<file path="src/rtl/demux8_buf_if.sv">
// Handshake and bus bundle for demux8_buf: one producer stream in, eight buffered channels out.
// The master modport is the producer/consumer side; the slave modport is the demux itself.
interface demux8_buf_if #(
    parameter int WIDTH = 32,
    parameter int CNT_W = 16
);
    logic                 flush;
    logic                 in_valid;
    logic                 in_ready;
    logic [WIDTH-1:0]     in_data;
    logic [2:0]           in_sel;
    logic [7:0]           out_valid;
    logic [7:0]           out_ready;
    logic [8*WIDTH-1:0]   out_data;
    logic [CNT_W-1:0]     acc_count;

    modport master (
        output flush, in_valid, in_data, in_sel, out_ready,
        input  in_ready, out_valid, out_data, acc_count
    );

    modport slave (
        input  flush, in_valid, in_data, in_sel, out_ready,
        output in_ready, out_valid, out_data, acc_count
    );
endinterface

</file>
<file path="src/rtl/demux8_buf.sv">
// Routes a word stream into one of eight 1-entry holding registers selected per word,
// with per-channel valid/ready drain, a synchronous flush and a wrapping accept counter.
module demux8_buf #(
    parameter int WIDTH = 32,
    parameter int CNT_W = 16
) (
    input  logic           clock,
    input  logic           reset_n,
    demux8_buf_if.slave    bus
);

    logic [7:0]        valid_r;
    logic [7:0]        valid_nxt_s;
    logic [WIDTH-1:0]  data_r [8];
    logic [CNT_W-1:0]  count_r;
    logic              ready_s;
    logic              accept_s;

    // Ready passes the target channel's out_ready through so a full channel can drain and reload in one edge.
    always_comb begin
        ready_s  = ~bus.flush & (~valid_r[bus.in_sel] | bus.out_ready[bus.in_sel]);
        accept_s = bus.in_valid & ready_s;
    end

    // Per-channel valid next state: flush beats load, load beats drain.
    always_comb begin
        valid_nxt_s = valid_r;
        for (int i = 0; i < 8; i++) begin
            if (bus.flush) begin
                valid_nxt_s[i] = 1'b0;
            end else if (accept_s && (bus.in_sel == 3'(i))) begin
                valid_nxt_s[i] = 1'b1;
            end else if (bus.out_ready[i]) begin
                valid_nxt_s[i] = 1'b0;
            end else begin
                valid_nxt_s[i] = valid_r[i];
            end
        end
    end

    // Channel valid flags and accept counter.
    always_ff @(posedge clock or negedge reset_n) begin
        if (!reset_n) begin
            valid_r <= 8'h00;
            count_r <= {CNT_W{1'b0}};
        end else begin
            valid_r <= valid_nxt_s;
            if (accept_s) begin
                count_r <= count_r + {{(CNT_W-1){1'b0}}, 1'b1};
            end
        end
    end

    // Channel data registers only change on a load, so stale data stays visible while invalid.
    always_ff @(posedge clock or negedge reset_n) begin
        if (!reset_n) begin
            for (int i = 0; i < 8; i++) begin
                data_r[i] <= {WIDTH{1'b0}};
            end
        end else if (accept_s) begin
            data_r[bus.in_sel] <= bus.in_data;
        end
    end

    assign bus.in_ready  = ready_s;
    assign bus.out_valid = valid_r;
    assign bus.acc_count = count_r;

    for (genvar g = 0; g < 8; g++) begin : g_out
        assign bus.out_data[g*WIDTH +: WIDTH] = data_r[g];
    end

endmodule

</file>
<file path="src/flat_wrapper.sv">
// flat-port wrapper written by rule: the top's interface ports become plain ports
module demux8_buf_flat 
#(
    parameter int WIDTH = 32,
    parameter int CNT_W = 16
)
  (clock, reset_n, bus_flush, bus_in_valid, bus_in_data, bus_in_sel, bus_out_ready, bus_in_ready, bus_out_valid, bus_out_data, bus_acc_count);
  demux8_buf_if #(.WIDTH(WIDTH), .CNT_W(CNT_W)) bus_i ();
  input  logic clock;
  input  logic reset_n;
  input wire logic [$bits(bus_i.flush)-1:0] bus_flush;
  input wire logic [$bits(bus_i.in_valid)-1:0] bus_in_valid;
  input wire logic [$bits(bus_i.in_data)-1:0] bus_in_data;
  input wire logic [$bits(bus_i.in_sel)-1:0] bus_in_sel;
  input wire logic [$bits(bus_i.out_ready)-1:0] bus_out_ready;
  output wire logic [$bits(bus_i.in_ready)-1:0] bus_in_ready;
  output wire logic [$bits(bus_i.out_valid)-1:0] bus_out_valid;
  output wire logic [$bits(bus_i.out_data)-1:0] bus_out_data;
  output wire logic [$bits(bus_i.acc_count)-1:0] bus_acc_count;
  assign bus_i.flush = bus_flush;
  assign bus_i.in_valid = bus_in_valid;
  assign bus_i.in_data = bus_in_data;
  assign bus_i.in_sel = bus_in_sel;
  assign bus_i.out_ready = bus_out_ready;
  assign bus_in_ready = bus_i.in_ready;
  assign bus_out_valid = bus_i.out_valid;
  assign bus_out_data = bus_i.out_data;
  assign bus_acc_count = bus_i.acc_count;
  demux8_buf #(.WIDTH(WIDTH), .CNT_W(CNT_W)) u_core (.clock(clock), .reset_n(reset_n), .bus(bus_i));
endmodule
</file>
<file path="config.mk">
export PLATFORM = sky130hd
export DESIGN_NAME = demux8_buf_flat
export DESIGN_NICKNAME = d
export VERILOG_FILES = /design/src/rtl/demux8_buf_if.sv /design/src/rtl/demux8_buf.sv /design/src/flat_wrapper.sv
export SDC_FILE = /design/constraint.sdc
export NUM_CORES = 1
export LEC_CHECK = 0
export CAP_MARGIN = 25
export CORE_ASPECT_RATIO = 1.5
export CORE_MARGIN = 5
export CORE_UTILIZATION = 43
export DETAILED_ROUTE_END_ITERATION = 6
export PLACE_DENSITY = 0.79
export SLEW_MARGIN = 30
export SYNTH_ARGS = -nofsm -noshare
export SYNTH_HDL_FRONTEND = slang
export SYNTH_SLANG_ARGS = --single-unit
</file>
<file path="constraint.sdc">
create_clock -name clock -period 1.9 [get_ports clock]
set_clock_uncertainty 0.1 [all_clocks]
set_input_delay 0.38 -clock clock [delete_from_list [all_inputs] [get_ports clock]]
set_output_delay 0.38 -clock clock [all_outputs]
set_load 0.02 [all_outputs]
</file>
After elaboration in Yosys (flattened, before gate mapping)
Cells that the tools add are included.

Logic and storage cells: 83. Register bits: 280. Input bits: 47. Output and inout bits: 281.

Magnitude comparators: 3. Muxes and demuxes: 31. Eq/ne operators: 7. Bitwise gates (word level): 6. $add $sub $neg: 1. Reductions and logical operators: 18.

Operators with widths (count): $bwmux W256 (1); $demux W32 S3 (1); $mux W32 (1); $mux W1 (26); $reduce_bool A3 Y1 (8); $add A16 B1 Y16 const B (1); $eq A3 B3 Y1 const B (4); $logic_and A1 B1 Y1 (9); $bmux W1 S3 (2); $eq A3 B2 Y1 const B (2); $ge A4 B4 Y1 const B (1); $lt A3 B4 Y1 const B (1); $lt A4 B1 Y1 const B (1); $not A3 Y4 (1); $eq A3 B1 Y1 const B (1); $logic_not A3 Y1 (1); $and A1 B1 Y1 (2); $not A1 Y1 (2); $or A1 B1 Y1 (1).

Longest topological paths before layout
Gate-level depths: netlist of run 1.

Word-level depth: 9. Depth in mapped cells: 6. Mapped depth without buffers: 5.

Worst setup path after synthesis of run 1
No wires, ideal clock.

Kind: reg-to-output. Start: register u_core.valid_r[5], in the netlist u_core.bus.out_valid[5]. End: output bus_in_ready. Path slack: -0.378 ns. Stages on the path, launching flop included: 4. Arrival: 1.798 ns. Required time: 1.420 ns. Cells stage by stage: dfrtp_1 > nor2b_1 > mux4_2 > a211oi_1.

Longest elaborated chain between the ends: 5.

Ends and longest elaborated chain: start, declared (RTL line demux8_buf.sv:12) `logic [7:0] valid_r;`; start signal, assigned (RTL line demux8_buf.sv:47) `valid_r <= valid_nxt_s;`; $bmux W1 S3 (RTL line demux8_buf.sv:21) `ready_s = ~bus.flush & (~valid_r[bus.in_sel] | bus.out_ready[bus.in_sel]);`; $mux W1 (implied by the code) (RTL line demux8_buf.sv:21); $not A1 Y1 (RTL line demux8_buf.sv:21); $or A1 B1 Y1 (RTL line demux8_buf.sv:21); $and A1 B1 Y1 (RTL line demux8_buf.sv:21); end, declared (RTL line flat_wrapper.sv:16) `output wire logic [$bits(bus_i.in_ready)-1:0] bus_in_ready;`.

Every way passes these cells. The select of a mux whose other input is x is not followed.

Worst setup path after layout of run 1
Same ends and word-level chain as after synthesis.

==> metrics.md, run 1 <==
| Metric | Value |
|---|---|
| Non-Filler Instances | 1398 |
| Nature of the critical path endpoint | primary output |
| Initial antenna violation count | 2 |
| Inst Count DP | 1334 |
| GRT Total Usage | 21.5% |
| Top-count cell post-synth | dfrtp_1 |
| H-tree levels | 1 |
| Synth cell types | 38 |
| Number of synthesized flops with an enable pin | 0 |
| Worst Path Max Fanout | 2 |
| Worst setup path category | register to primary output |
| CP Launch Type | register |
| Syn_nets | 701 |
| Detailed Route Iter0 Violations | 249 |
| Setup TNS | -3.44 ns |
| CTS tree | done |
| Final setup margin | -0.630 ns |
| Crit-path cells | nor2b_4, mux4_2, a211oi_4, buf_6 |
| Failing checks | setup timing |
| Largest net degree at the start of global routing | 53 |
| Proportion of layout cells with a drive suffix above 1 | 36.3% |
| Synthesis-stage register bit count | 280 |
| Initial core utilization | 43.5% |
| Worst Path Required | 1.42 ns |
| Min Tclk post-route | 2.53 ns |
| Least-Margin Pin Slew | 0.394 ns |
| RSZ-0062 raised after global routing | yes |
| Static leakage | 0.00774 µW |
| Routed len/inst | 22.8 µm |
| GP Congestion | 0.798 |
| Slew HR | 73.7% |
| Die width | 140 µm |
| Top-area cell type share of the netlist area | 64.0% |
| Synthesized area | 10900 µm² |
| Setup violators final | 52 |
| Critical R2R Capture | u_core.bus.acc_count[1]$_DFFE_PN0P_ |
| Worst-skew pair later-pin latency | 0.53 ns |
| Fin nets | 1096 |
| Cells on worst reg2reg path | 5 |
| CTS max path bufs | 3 |
| Drt total wl | 31900 µm |
| Synth area leader | dfrtp_1 |
| Largest cells by area after synthesis | dfrtp_1 64%, mux2_2 23%, mux2_4 4.0% |
| Core area | 25100 µm² |
| Synth warn | 0 |
| Die Y-Extent | 205 µm |
| Sink Count | 280 |
| Worst hold path class | input pin to asynchronous set/reset pin |
| # Max-Cap Violations | 0 |
| Worst endpoint data arrival time | 2.05 ns |
| First-pass GRT wire length | 47700 µm |
| Syn Inst Count | 653 |
| Area growth, synth to finish | 45.0% |
| Initial DRT Pass Iterations | 4 |
| Final Hold Viols | 0 |
| DPL Wire Length | 21900 µm |
| Root Driver | clkbuf_16 |
| Crit path buffers/inverters | 1 |
| GRT overflow | 0 |
| Slowest-stage cell, CP | mux4_2 |
| Vias in the first global route | 7691 |
| Vias per cell | 5.04 |
| Period utilisation layout | 133% |
| CP top delay family | multiplexers |
| FFs w/ async S/R, synth | 100% |
| Power Density | 1190 nW/µm² |
| CP startpoint | u_core.bus.out_valid[5]$_DFFE_PN0P_ |
| Max IR drop VDD | 0.932 mV |
| Average cell area after synthesis | 16.8 µm² |
| Clock-pin slew on the worst setup and hold paths | 0.07 ns |
| WHS | 0.235 ns |
| FP Rows | 71 |
| Max Clock Freq | 395 MHz |
| Max-slew violations | 0 |
| Worst R2R Setup Slack | -0.15 ns |
| Max incr delay on CP | 0.52 ns |
| Drt drc | 0 |
| ANT nets after route | 0 |
| RR Startpoint | u_core.bus.out_valid[5]$_DFFE_PN0P_ |
| I/O Pins | 328 |
| Synth Flop Type | dfrtp_1 |
| Die area | 28800 µm² |
| CTS Buf Count | 26 |
| Most frequent cells after synthesis | 280 x dfrtp_1, 220 x mux2_2, 29 x mux2_4 |
| I/O Buffers | 327 |
| DR vias | 7045 |
| Seq/Total Area, Yosys | 64.0% |
| Setup Slack @ Placement | -0.969 ns |
| Status | finished with violations |
-- cells by family after synthesis --
kind of cell               after synthesis  share of synthesized area [%]
xor gates and xnor gates                15                           1.20
DFF                                    280                           64.0
buffers and inverters                   31                           2.04
AOI/OAI and AO/OA                       14                           1.06
adders and majority gates                1                          0.114
and+or+nand+nor                         52                           3.49
muxes                                  260                           28.1
-- how the worst max path moves through the flow --
| stage | end | slack [ns] | depth (start not counted) |
|---|---|---|---|
| floorplan | bus_in_ready | -0.06 | 3 |
| global placement | bus_in_ready | -0.97 | 5 |
| detailed placement | bus_in_ready | -0.97 | 4 |
| CTS | bus_in_ready | -0.65 | 4 |
| global route | bus_in_ready | -0.68 | 4 |
| finish | bus_in_ready | -0.63 | 4 |
-- registers in the layout (all words and copies together), names as in the netlist --
register and cells:
u_core.bus.out_valid 8, u_core.bus.acc_count 16, u_core.bus.out_data 256
-- per-stage QoR --
step	power [µW]	cell area [µm²]	util (%)
floorplan	11100	11000	-
detailed placement	14900	15100	60.1
finish	18800	15900	63.1
CTS	19000	15700	62.6
global route	19700	15900	63.1
global placement	14800	15100	60.1
-- final cells by class --
type	instances	area [µm²]
Antenna cell	2	5.00
Multi-Input combinational cell	342	3790
Clock buffer	42	782
Tap cell	328	410
Inverter	3	12.5
Clock inverter	6	33.8
Timing Repair Buffer	395	3820
Sequential cell	280	7010
Fill cell	1958	9270
-- where the power goes --
group          internal, µW  switching (µW)  total, µW
sequential             7300             692       8000
combinational          2540            3240       5780
clock                  2820            2220       5040
total                 12700            6150      18800
-- cells in the final DEF, fill, tap and decap left out, types with 8 or more instances in the layout --
master / n
clkbuf_16: 30
buf_4: 35
clkdlybuf4s50_1: 42
mux2_2: 219
mux2_4: 30
buf_6: 8
xnor2_1: 10
dlygate4sd2_1: 275
buf_12: 18
dfrtp_1: 275
mux2_1: 8
clkbuf_1: 10
-- metal layers --
metal / track usage (%) / share of wire [%] / up-vias
met5: 0 / 0 / -
met4: 9.66 / 5.1 / 0
met3: 4.09 / 5.6 / 78
met2: 38.2 / 52 / 241
met1: 25.2 / 37 / 3592
li1: - / - / 3134
-- repair_timing --
item / CTS / global route
endpoints found under the setup margin: 382 / 140
endpoints found under the hold margin: 99 / 0
gates cloned: 4 / 4
pin swaps: 6 / 7
hold buffers: 1 / 0
setup buffers: 5 / 1
gates resized for setup: 304 / 17
(Power assumes the default switching activity.)
==> inputs of run 2 (changes only) <==
- CTS_CLUSTER_SIZE: not set -> 8
- SLEW_MARGIN: 30 -> 5
==> run 2 against run 1 <==
Compared with the run above:
- the run still ends with setup timing left
- worst hold slack improved by 0.023 ns
- via count rose by 2.0%
- non-clock buffer count rose by 3
- clock-buffer cell count did not move
- sequential share of layout area fell by 1.0 points
- register-to-register slack barely moved
- clock power rose by 23%
- power rose by 6.7%
- critical path depth did not move
- critical path type unchanged
- largest cell class unchanged
==> metrics.md, run 2 (same netlist as run 1, synthesis figures left out) <==
| Metric | Value |
|---|---|
| Status | finished with violations |
| Failing checks | setup timing |
| Worst R2R Setup Slack | -0.16 ns (about the same) |
| CTS tree | done |
| Min Tclk post-route | 2.49 ns (-0.0432 ns) |
| Setup TNS | -2.58 ns (+0.856 ns) |
| Vias per cell | 5.14 (+2.0%) |
| ANT nets after route | 0 (unchanged) |
| Slew HR | 73.5% (-0.17 points) |
| RSZ-0062 raised after global routing | yes |
| CTS Buf Count | 40 (+54%) |
| Max Clock Freq | 402 MHz (+1.7%) |
| Initial DRT Pass Iterations | 4 (unchanged) |
| Fin nets | 1113 (+1.6%) |
| Critical R2R Capture | u_core.bus.acc_count[4]$_DFFE_PN0P_ |
| Die Y-Extent | 205 µm (unchanged) |
| Initial core utilization | 43.5% (unchanged) |
| Die width | 140 µm (unchanged) |
| Period utilisation layout | 131% (-2.3 points) |
| Max reg flops | 256 (unchanged) |
| Power Density | 1240 nW/µm² (+4.2%) |
| Nature of the critical path endpoint | primary output |
| Core area | 25100 µm² (unchanged) |
| Fill cells | 1915 (-2.2%) |
| Static leakage | 0.00794 µW (+2.6%) |
| RR Startpoint | u_core.bus.out_valid[5]$_DFFE_PN0P_ |
| Least-Margin Pin Slew | 0.396 ns (+0.00247 ns) |
| Worst Path Required | 1.42 ns (about the same) |
| Proportion of layout cells with a drive suffix above 1 | 37.4% (+1.1 points) |
| Final setup margin | -0.587 ns (+0.0432 ns) |
| # Max-Cap Violations | 0 (unchanged) |
| FP Rows | 71 (unchanged) |
| I/O Pins | 328 (unchanged) |
| Worst hold path class | input pin to asynchronous set/reset pin |
| Worst Path Max Fanout | 2 (unchanged) |
| GP Congestion | 0.798 (unchanged) |
| First-pass GRT wire length | 49000 µm (+2.7%) |
| Worst setup path category | register to primary output |
| Cells on worst reg2reg path | 6 (+1) |
| Max-slew violations | 0 (unchanged) |
| H-tree levels | 2 (+1) |
| Routed len/inst | 23.7 µm (+4.0%) |
| CP Launch Type | register |
| Sink Count | 280 (unchanged) |
| Initial antenna violation count | 2 (unchanged) |
| Max IR drop VDD | 0.836 mV (-10%) |
| Drt drc | 0 (unchanged) |
| Commonest non-fill, non-tap cell in the layout | dlygate4sd2_1 |
| Worst endpoint data arrival time | 2.01 ns (-0.04 ns) |
| Root Driver | clkbuf_16 |
| Die area | 28800 µm² (unchanged) |
| Post-route cell area | 16200 µm² (+2.4%) |
| DPL Wire Length | 21900 µm (unchanged) |
| Setup violators final | 39 (-25%) |
| Worst-skew pair later-pin latency | 0.51 ns (-0.02 ns) |
| Detailed Route Iter0 Violations | 206 (-17%) |
| CTS max path bufs | 3 (unchanged) |
| DR vias | 7183 (+2.0%) |
| Commonest cells after routing, fill and taps aside | 280 x dlygate4sd2_1, 276 x dfrtp_1, 208 x mux2_2, 46 x clkbuf_16, 43 x mux2_4 |
| Final Hold Viols | 0 (unchanged) |
| GRT Total Usage | 22.2% (+0.70 points) |
| Vias in the first global route | 7998 (+4.0%) |
| Area growth, synth to finish | 48.5% |
| I/O Buffers | 327 (unchanged) |
| Drt total wl | 33200 µm (+3.9%) |
| GRT overflow | 0 (unchanged) |
| Post-DP Area | 15100 µm² (unchanged) |
| Largest net degree at the start of global routing | 53 (unchanged) |
| Clock-pin slew on the worst setup and hold paths | 0.05 ns (-0.02 ns) |
run 2: cell count changes in the layout (fill, tap and decap cells not counted), sizes merged:
cell,previous run,this run
buf,66,68
clkdlybuf4s15,6,3
clkdlybuf4s50,42,41
clkinv,6,1
dlygate4sd2,275,280
inv,3,4
run 2: area by class of cell:
class	count	area (µm²)	share of cell area (%)
Antenna cell	2	5.00	0.0308
Timing Repair Buffer	398	3900	24.0
Clock buffer	42	1030	6.34
Multi-Input combinational cell	342	3860	23.7
Clock inverter	2	17.5	0.108
Tap cell	328	410	2.53
Sequential cell	280	7010	43.2
Inverter	3	12.5	0.0770
run 2: worst max-delay path, cell delays in order (launching register included):
cell	delay, ns
dfrtp_2	0.41
nor2b_4	0.13
mux4_2	0.52
a211oi_4	0.27
buf_6	0.16
run 2: what timing repair did:
action	4_1_cts	5_1_grt
setup buffers	5	3
setup endpoints to repair	411	158
hold endpoints to repair	34	0
cloned	4	6
gates resized for setup	302	33
hold buffers	1	0
pin swaps	6	9
run 2: metrics by stage:
step	cells	power, µW	util (%)	hold WS, ns	setup WS, ns
after floorplan	653	11100	-	-0.0156	-0.0613
after global placement	1334	14800	60.1	0.205	-0.975
after detailed placement	1334	14900	60.1	0.210	-0.969
after CTS	1387	20200	63.5	0.247	-0.623
after global routing	1397	21000	64.6	0.296	-0.635
final	1397	20100	64.6	0.258	-0.587
run 2: worst max path at each step:
stage	start	end	slack (ns)	cells after the start
after floorplan	u_core.bus.out_valid[7]$_DFFE_PN0P_	bus_in_ready	-0.06	3
after global placement	bus_out_ready[7]	bus_in_ready	-0.97	5
after detailed placement	bus_in_sel[1]	bus_in_ready	-0.97	4
after CTS	u_core.bus.out_valid[5]$_DFFE_PN0P_	bus_in_ready	-0.62	4
after global routing	u_core.bus.out_valid[5]$_DFFE_PN0P_	bus_in_ready	-0.63	4
final	u_core.bus.out_valid[5]$_DFFE_PN0P_	bus_in_ready	-0.59	4
run 2: where the power goes:
part,internal [µW],total [µW],leakage (µW),switching (µW)
logic,2590,5860,0.00397,3270
clock network,3780,6190,0.000516,2410
registers,7320,8030,0.00345,704
total,13700,20100,0.00794,6380
run 2: routing by layer:
metal  global-route usage [%]  up-vias  routed length, µm
met1                     25.5     3680              12100
met5                        0        -                  0
li1                         -     3160                  -
met2                     39.0      254              17400
met4                     11.3        0               1730
met3                     4.88       89               1860
